[config.mk]
export PLATFORM = sky130hd
export DESIGN_NAME = regfile_write_arbiter
export DESIGN_NICKNAME = d
export VERILOG_FILES = /design/src/rtl/regfile_write_arbiter.sv
export SDC_FILE = /design/constraint.sdc
export NUM_CORES = 1
export LEC_CHECK = 0
export CAP_MARGIN = 30
export CORE_MARGIN = 2
export CORE_UTILIZATION = 38
export DETAILED_ROUTE_END_ITERATION = 7
export GPL_ROUTABILITY_DRIVEN = 0
export PLACE_DENSITY_LB_ADDON = 0.3
export REMOVE_ABC_BUFFERS = 1
export SLEW_MARGIN = 0
export SYNTH_ARGS = -nofsm -noshare
export SYNTH_HDL_FRONTEND = slang
export SYNTH_SLANG_ARGS = --single-unit
[constraint.sdc]
create_clock -name clk -period 2 [get_ports clk]
set_input_delay 0.3 -clock clk [delete_from_list [all_inputs] [get_ports clk]]
set_output_delay 0.3 -clock clk [all_outputs]
set_load 0.05 [all_outputs]
[src/rtl/regfile_write_arbiter.sv]
// regfile_write_arbiter
// Owns the write/clear side of the 8x8 FileRegister. Two requesters share the
// single write port under round-robin arbitration, and a clear command runs an
// 8-cycle sweep that zeroes every register through the per-address reset.
// Every output toward FileRegister is registered; grants are combinational so a
// requester sees acceptance in the same cycle it asks.
module regfile_write_arbiter #(
    parameter int DATA_WIDTH = 8,
    parameter int ADDR_WIDTH = 3
) (
    input  logic                  clk,
    input  logic                  reset,
    input  logic                  req0,
    input  logic [ADDR_WIDTH-1:0] addr0,
    input  logic [DATA_WIDTH-1:0] data0,
    output logic                  gnt0,
    input  logic                  req1,
    input  logic [ADDR_WIDTH-1:0] addr1,
    input  logic [DATA_WIDTH-1:0] data1,
    output logic                  gnt1,
    input  logic                  clear_all,
    output logic                  busy,
    output logic                  clear_done,
    output logic                  rf_load,
    output logic                  rf_reset,
    output logic [ADDR_WIDTH-1:0] rf_address,
    output logic [DATA_WIDTH-1:0] rf_d_in
);

    localparam int NUM_REGS = 2 ** ADDR_WIDTH;
    localparam logic [ADDR_WIDTH-1:0] LAST_ADDR = ADDR_WIDTH'(NUM_REGS - 1);
    localparam logic [ADDR_WIDTH-1:0] ADDR_ZERO = {ADDR_WIDTH{1'b0}};
    localparam logic [ADDR_WIDTH-1:0] ADDR_ONE  = {{(ADDR_WIDTH-1){1'b0}}, 1'b1};
    localparam logic [DATA_WIDTH-1:0] DATA_ZERO = {DATA_WIDTH{1'b0}};

    typedef enum logic [0:0] {
        IDLE  = 1'b0,
        CLEAR = 1'b1
    } state_t;

    // Pointer encoding: 0 favours port 0 on a tie, 1 favours port 1.
    state_t                state_r, state_s;
    logic [ADDR_WIDTH-1:0] cnt_r, cnt_s;
    logic                  ptr_r, ptr_s;
    logic                  rf_load_r, rf_load_s;
    logic                  rf_reset_r, rf_reset_s;
    logic [ADDR_WIDTH-1:0] rf_address_r, rf_address_s;
    logic [DATA_WIDTH-1:0] rf_d_in_r, rf_d_in_s;
    logic                  clear_done_r, clear_done_s;
    logic                  gnt0_s, gnt1_s;

    // Grant decode: a sweep (running or being requested) blocks all writes,
    // otherwise a sole requester wins and a tie goes to the pointer's port.
    always_comb begin
        gnt0_s = 1'b0;
        gnt1_s = 1'b0;
        if (!reset) begin
            gnt0_s = 1'b0;
            gnt1_s = 1'b0;
        end else if ((state_r != IDLE) || clear_all) begin
            gnt0_s = 1'b0;
            gnt1_s = 1'b0;
        end else if (req0 && req1) begin
            gnt0_s = ~ptr_r;
            gnt1_s = ptr_r;
        end else begin
            gnt0_s = req0;
            gnt1_s = req1;
        end
    end

    // Next-state and next-output decode for the IDLE/CLEAR controller.
    always_comb begin
        state_s      = state_r;
        cnt_s        = cnt_r;
        ptr_s        = ptr_r;
        rf_load_s    = 1'b0;
        rf_reset_s   = 1'b0;
        rf_address_s = rf_address_r;
        rf_d_in_s    = rf_d_in_r;
        clear_done_s = 1'b0;
        case (state_r)
            IDLE: begin
                if (clear_all) begin
                    state_s      = CLEAR;
                    cnt_s        = ADDR_ZERO;
                    rf_reset_s   = 1'b1;
                    rf_address_s = ADDR_ZERO;
                end else if (req0 && gnt0_s) begin
                    rf_load_s    = 1'b1;
                    rf_address_s = addr0;
                    rf_d_in_s    = data0;
                    ptr_s        = 1'b1;
                end else if (req1 && gnt1_s) begin
                    rf_load_s    = 1'b1;
                    rf_address_s = addr1;
                    rf_d_in_s    = data1;
                    ptr_s        = 1'b0;
                end else begin
                    rf_load_s    = 1'b0;
                end
            end
            CLEAR: begin
                if (cnt_r != LAST_ADDR) begin
                    cnt_s        = cnt_r + ADDR_ONE;
                    rf_address_s = cnt_r + ADDR_ONE;
                    rf_reset_s   = 1'b1;
                end else begin
                    state_s      = IDLE;
                    cnt_s        = ADDR_ZERO;
                    rf_reset_s   = 1'b0;
                    clear_done_s = 1'b1;
                end
            end
            default: begin
                state_s = IDLE;
                cnt_s   = ADDR_ZERO;
            end
        endcase
    end

    // State and output registers; reset abandons any sweep in progress.
    always_ff @(posedge clk or negedge reset) begin
        if (!reset) begin
            state_r      <= IDLE;
            cnt_r        <= ADDR_ZERO;
            ptr_r        <= 1'b0;
            rf_load_r    <= 1'b0;
            rf_reset_r   <= 1'b0;
            rf_address_r <= ADDR_ZERO;
            rf_d_in_r    <= DATA_ZERO;
            clear_done_r <= 1'b0;
        end else begin
            state_r      <= state_s;
            cnt_r        <= cnt_s;
            ptr_r        <= ptr_s;
            rf_load_r    <= rf_load_s;
            rf_reset_r   <= rf_reset_s;
            rf_address_r <= rf_address_s;
            rf_d_in_r    <= rf_d_in_s;
            clear_done_r <= clear_done_s;
        end
    end

    assign gnt0       = gnt0_s;
    assign gnt1       = gnt1_s;
    assign busy       = (state_r == CLEAR);
    assign clear_done = clear_done_r;
    assign rf_load    = rf_load_r;
    assign rf_reset   = rf_reset_r;
    assign rf_address = rf_address_r;
    assign rf_d_in    = rf_d_in_r;

endmodule

==> results of run 1 <==
-- cell type report --
| class | instances | area [sq um] |
|---|---|---|
| Inverter | 1 | 3.75 |
| Multi-Input combinational cell | 52 | 375 |
| Tap cell | 28 | 35.0 |
| Timing Repair Buffer | 48 | 488 |
| Fill cell | 158 | 758 |
| Clock buffer | 4 | 36.3 |
| Sequential cell | 18 | 452 |
-- power by group through the flow --
| stage | combinational, W | sequential, W | clock (W) |
|---|---|---|---|
| after floorplan | 0.000349 | 0.00115 | 0 |
| after global placement | 0.00126 | 0.000662 | 0 |
| after detailed placement | 0.00129 | 0.000670 | 0 |
| after CTS | 0.00129 | 0.000667 | 0.000227 |
| after global routing | 0.00136 | 0.000692 | 0.000245 |
| final | 0.00128 | 0.000669 | 0.000216 |
-- stage by stage --
step / instance area [sq um] / utilization (%) / setup slack [ns] / setup TNS, ns / cells
2_1_floorplan: 822 / - / -0.276 / -0.836 / 71
3_3_place_gp: 1350 / 62.6 / 0.0751 / 0 / 147
3_5_place_dp: 1350 / 62.6 / 0.0724 / 0 / 147
4_1_cts: 1380 / 64.3 / 0.0164 / 0 / 151
5_1_grt: 1390 / 64.7 / 0.000869 / 0 / 151
6_report: 1390 / 64.7 / 0.0826 / 0 / 151
-- synth_stat cells, drive strengths merged --
master	count
mux2i	8
and3	2
a31oi	2
nand2b	1
nor2	11
dfrtp	18
buf	4
a21o	2
a2bb2oi	1
a21oi	9
nand4	1
nor3	1
a221o	2
o21a	1
a22o	1
inv	1
nor3b	2
ha	2
mux2	2
nand3	2
and2	1
nand2	1
-- state kept, by name (all words and copies together), names as in the netlist --
| name | count |
|---|---|
| clear_done | 1 |
| cnt_r | 3 |
| ptr_r | 1 |
| rf_address | 3 |
| rf_d_in | 8 |
| rf_load | 1 |
| rf_reset | 1 |
-- metal layers --
metal | GRT usage [%] | vias to the layer above
met2 | 29.0 | 26
met3 | 5.56 | 0
met4 | 2.70 | 0
met1 | 19.3 | 333
met5 | 0 | -
li1 | - | 365
-- worst max-delay path, cell delays in order (launching register included) --
cell and delay, ns:
dfrtp_2 0.49, nor3b_4 0.27, nand3_4 0.13, buf_4 0.21
inv_1 0.10, buf_12 0.14
-- cells by family after synthesis --
kind of cell / Yosys count
AO/OA/AOI/OAI: 18
adder cells (fa/ha/maj): 2
buffers and inverters: 5
flip-flops: 18
multiplexers: 10
AND/OR/NAND/NOR: 22
-- timing repair --
item,CTS,global route
gates resized for setup,0,2
setup buffers,0,0
endpoints found under the setup margin,0,3
-- final timing paths --
path	startpoint	to	slack (ns)
setup / recovery	rf_reset	gnt0	0.08
hold / removal	reset	clear_done	0.38
setup reg to reg	cnt_r[0]	rf_address[0]	0.20
hold reg to reg	cnt_r[1]	cnt_r[1]	0.50
max in group asynchronous	reset	rf_reset	1.41
min in group clk	cnt_r[1]	cnt_r[1]	0.50
==> flow_summary.yaml, run 1 <==
clock_network:
  cts_tree: "yes"
  cts_root_buffer: "clkbuf_4"
  path_clk_slew_ns: 0.10
  cts.sinks: 18
  clk-insertion-delay-late_ns: 0.28
  cts_hold_buf: 0
  cts_inserted_buffers: 3
  htree_levels: 1
  clockBufferDepth: 2
power_and_ir_drop:
  powerDensity_mw_per_mm2: 1560
  p_sw_w: 0.00101
  power_leakage_nw: 0.650
  power_frac_clock_pct: 10.0
  p_seq_share_pct: 30.9
  power_w: 0.00217
  ir_drop_uv: 825
  internal_power_w: 0.00116
  swShare_pct: 46.5
  p_comb_share_pct: 59.1
route:
  routedWlPerCell_um: 12.4
  drt.antenna.violating_nets: 0
  drtIter0Drc: 5
  drc_errors: 0
  topRoutingLayerUsed: "met3"
  wl_um: 1880
  wl_met3_um: 150
  viasPerCell: 4.79
  wl_met1_um: 780
  dr.pass1.iters: 3
  met2_length_um: 946
  via_count: 724
synth:
  yosys.cell_types.count: 25
  synth_top_area_share_pct: 53.3
  syn_avg_cell_area_sq_um: 11.3
  synth_compound_area_share_pct: 13.9
  synthXorXnorAreaFrac_pct: 0
  synth_simple_gate_area_share_pct: 14.5
  synthCells: 75
  yosysWarnings: 0
  synth_area_leaders: "dfrtp_1 53%, mux2i_1 9.5%, a21oi_1 5.3%"
  synth_area_sq_um: 845
  synth_top_family_by_area: "simple AND/OR/NAND/NOR gates"
  synth_top_area_cell: "dfrtp_1"
  yosys.area_share.adder_pct: 2.96
  muxShareOfSynthArea_pct: 12.1
  yosysSeqAreaShare_pct: 53.3
  synth.ff_latch_count: 18
floorplanning:
  num_rows: 17
  io_pins: 44
  dieArea_sq_mm: 0.00262
  die-height_um: 51.1
  die_w_um: 51.1
  core_sq_mm: 0.00215
  initial_core_util_pct: 39.3
layout:
  drive_gt1_share_pct: 11.4
  layout_commonest_cell: "clkdlybuf4s50_1"
  final_nets: 153
  syn_to_final_growth_pct: 64.6
  layout_common_cells: "41 x clkdlybuf4s50_1, 17 x dfrtp_1, 11 x nor2_1"
  diodes: 0
timing:
  slew_headroom_pct: 65.2
  skew_ns: 0.00547
  drv_slew: 0
  tightest_slew_ns: 0.521
  grt_setup_unrepaired: "no"
  finalCritPeriodShare_pct: 95.9
  min_period_ns: 1.92
  finalHoldViolations: 0
  worst_hold_slack_ns: 0.378
  fmax_mhz: 522
  setup_viol_count_final: 0
placement:
  dp_hpwl_um: 1500
  portBuffers: 43
global_route:
  grt-ovfl-total: 0
  grt_max_degree: 19
  grt_pass1_wl_um: 3240
  grt_util_all_layers_pct: 16.3
  antenna_found_initial: 0
  grt_pass1_vias: 812
flow_run:
  cap_violations: 0
status:
  status: "complete, no violations"
critical_path:
  startpoint_type: "register"
  path_class: "reg -> out"
  ff2ff_path_depth: 6
  crit_arrival_ns: 1.62
  endpoint_kind: "output pin"
  critPathMaxFanout: 9
  cp.required_ns: 1.70
worst_hold_path:
  hold_class: "in -> async"
Note: power is estimated with default switching activity, not from simulation.
==> inputs of run 2 (changes only) <==
RECOVER_POWER = 100   (was unset)
==> run 2 against run 1 <==
- global-route usage is the same
- flip-flop and latch count unchanged
- core utilization decreased by 0.17 points
- worst hold slack better by 0.12 ns
- sequential power hardly changed
- die area unchanged
- wire length barely moved
- critical path type unchanged
- cell count did not move
- register-to-register slack lost 0.03 ns
==> flow_summary.yaml, run 2 (synthesized netlist as in run 1, its figures left out) <==
global_route:
  grt_pass1_wl_um: 3240
  grt-ovfl-total: 0
  grt_util_all_layers_pct: 16.3
  grt_pass1_vias: 812
  grt_max_degree: 19
  antenna_found_initial: 0
timing:
  finalCritPeriodShare_pct: 95.8
  grt_setup_unrepaired: "no"
  skew_ns: 0.00393
  tightest_slew_ns: 0.923
  worst_hold_slack_ns: 0.497
  min_period_ns: 1.92
  fmax_mhz: 522
  finalHoldViolations: 0
  setup_viol_count_final: 0
  drv_slew: 0
  slew_headroom_pct: 38.4
layout:
  syn_to_final_growth_pct: 64.1
  drive_gt1_share_pct: 10.6
  final_nets: 153
  largest_reg_flops: 8
  diodes: 0
  layout_commonest_cell: "clkdlybuf4s50_1"
  num-fill-cells: 158
  layout_common_cells: "41 x clkdlybuf4s50_1, 17 x dfrtp_1, 11 x nor2_1"
clock_network:
  cts_tree: "yes"
  path_clk_slew_ns: 0.10
  cts_setup_buffers: 0
  cts.sinks: 18
  htree_levels: 1
  clk-insertion-delay-late_ns: 0.28
  clockBufferDepth: 2
  cts_inserted_buffers: 3
  cts_root_buffer: "clkbuf_4"
critical_path:
  endpoint_kind: "output pin"
  path_class: "reg -> out"
  slowest_stage: "dfrtp_2"
  crit_arrival_ns: 1.62
  path_cells: "nor3b_4 -> nand3_4 -> buf_4 -> inv_1 -> buf_12"
  cp.required_ns: 1.70
  critPathMaxFanout: 9
  startpoint_type: "register"
  slowest_delay_ns: 0.49
  cp_top_family: "flip-flops"
  cp.buffers_inverters: 3
route:
  viasPerCell: 4.84
  drtIter0Drc: 6
  wl_um: 1880
  drt.antenna.violating_nets: 0
  via_count: 731
  dr.pass1.iters: 4
  drc_errors: 0
  routedWlPerCell_um: 12.4
floorplanning:
  die-height_um: 51.1
  num_rows: 17
  die_w_um: 51.1
  core_sq_mm: 0.00215
  io_pins: 44
  initial_core_util_pct: 39.3
  dieArea_sq_mm: 0.00262
worst_hold_path:
  hold_class: "reg -> reg"
power_and_ir_drop:
  power_w: 0.00216
  powerDensity_mw_per_mm2: 1560
  ir_drop_uv: 826
  power_leakage_nw: 0.645
placement:
  portBuffers: 43
  dp_hpwl_um: 1500
status:
  status: "complete, no violations"
flow_run:
  cap_violations: 0
-- run 2: changes by cell type in the layout (fill, tap and decap cells not counted), sizes merged --
cell / delta
buf: -1
clkbuf: +1
-- run 2: what timing repair did --
item / in CTS / in global routing
hold buffers: 0 / 0
endpoints found under the setup margin: 0 / 3
resized for setup: 0 / 2
-- run 2: cell type report --
cell class	count	area [sq um]	area share, %
repair buffers	48	484	34.9
multi-input cells	52	375	27.1
flip-flops and latches	18	452	32.6
inverters	1	3.75	0.271
well taps	28	35.0	2.53
clock buffers	4	36.3	2.62
-- run 2: worst register-to-register path: stages (launching register included) --
cell     delay, ns
dfrtp_1       0.41
ha_1          0.21
ha_1          0.19
and2_0        0.17
nor2_1        0.26
nor2_1        0.13
a221o_1       0.35
-- run 2: metrics by stage --
| step | setup WS, ns | instances | instance area, sq um | setup TNS [ns] | util [%] |
|---|---|---|---|---|---|
| after global placement | 0.0751 | 147 | 1350 | 0 | 62.6 |
| final | 0.0844 | 151 | 1390 | 0 | 64.5 |
| after floorplan | -0.276 | 71 | 822 | -0.836 | - |
| after CTS | 0.0164 | 151 | 1380 | 0 | 64.3 |
| after detailed placement | 0.0724 | 147 | 1350 | 0 | 62.6 |
| after global routing | 0.000274 | 151 | 1390 | 0 | 64.5 |
-- run 2: routing by layer --
metal,routed length (um),up-vias,track usage (%)
met2,938,26,29.0
met4,0,0,2.70
met3,147,0,5.56
met5,0,-,0
met1,790,340,19.3
li1,-,365,-
-- run 2: where the power goes --
part / internal [W] / leakage [nW] / switching, W
Combinational: 0.000502 / 0.411 / 0.000777
Sequential: 0.000545 / 0.213 / 0.000124
Clock: 0.000111 / 0.0210 / 0.000106
Total: 0.00116 / 0.645 / 0.00101
-- run 2: final timing paths --
kind | slack (ns) | start | end | depth (start not counted)
max in group asynchronous | 0.74 | reset | rf_reset | 2
max | 0.08 | rf_reset | gnt0 | 5
min in group asynchronous | 0.63 | reset | clear_done | 2
min reg2reg | 0.50 | cnt_r[1] | cnt_r[1] | 1
min | 0.50 | cnt_r[1] | cnt_r[1] | 1
max reg2reg | 0.17 | cnt_r[0] | rf_address[0] | 6
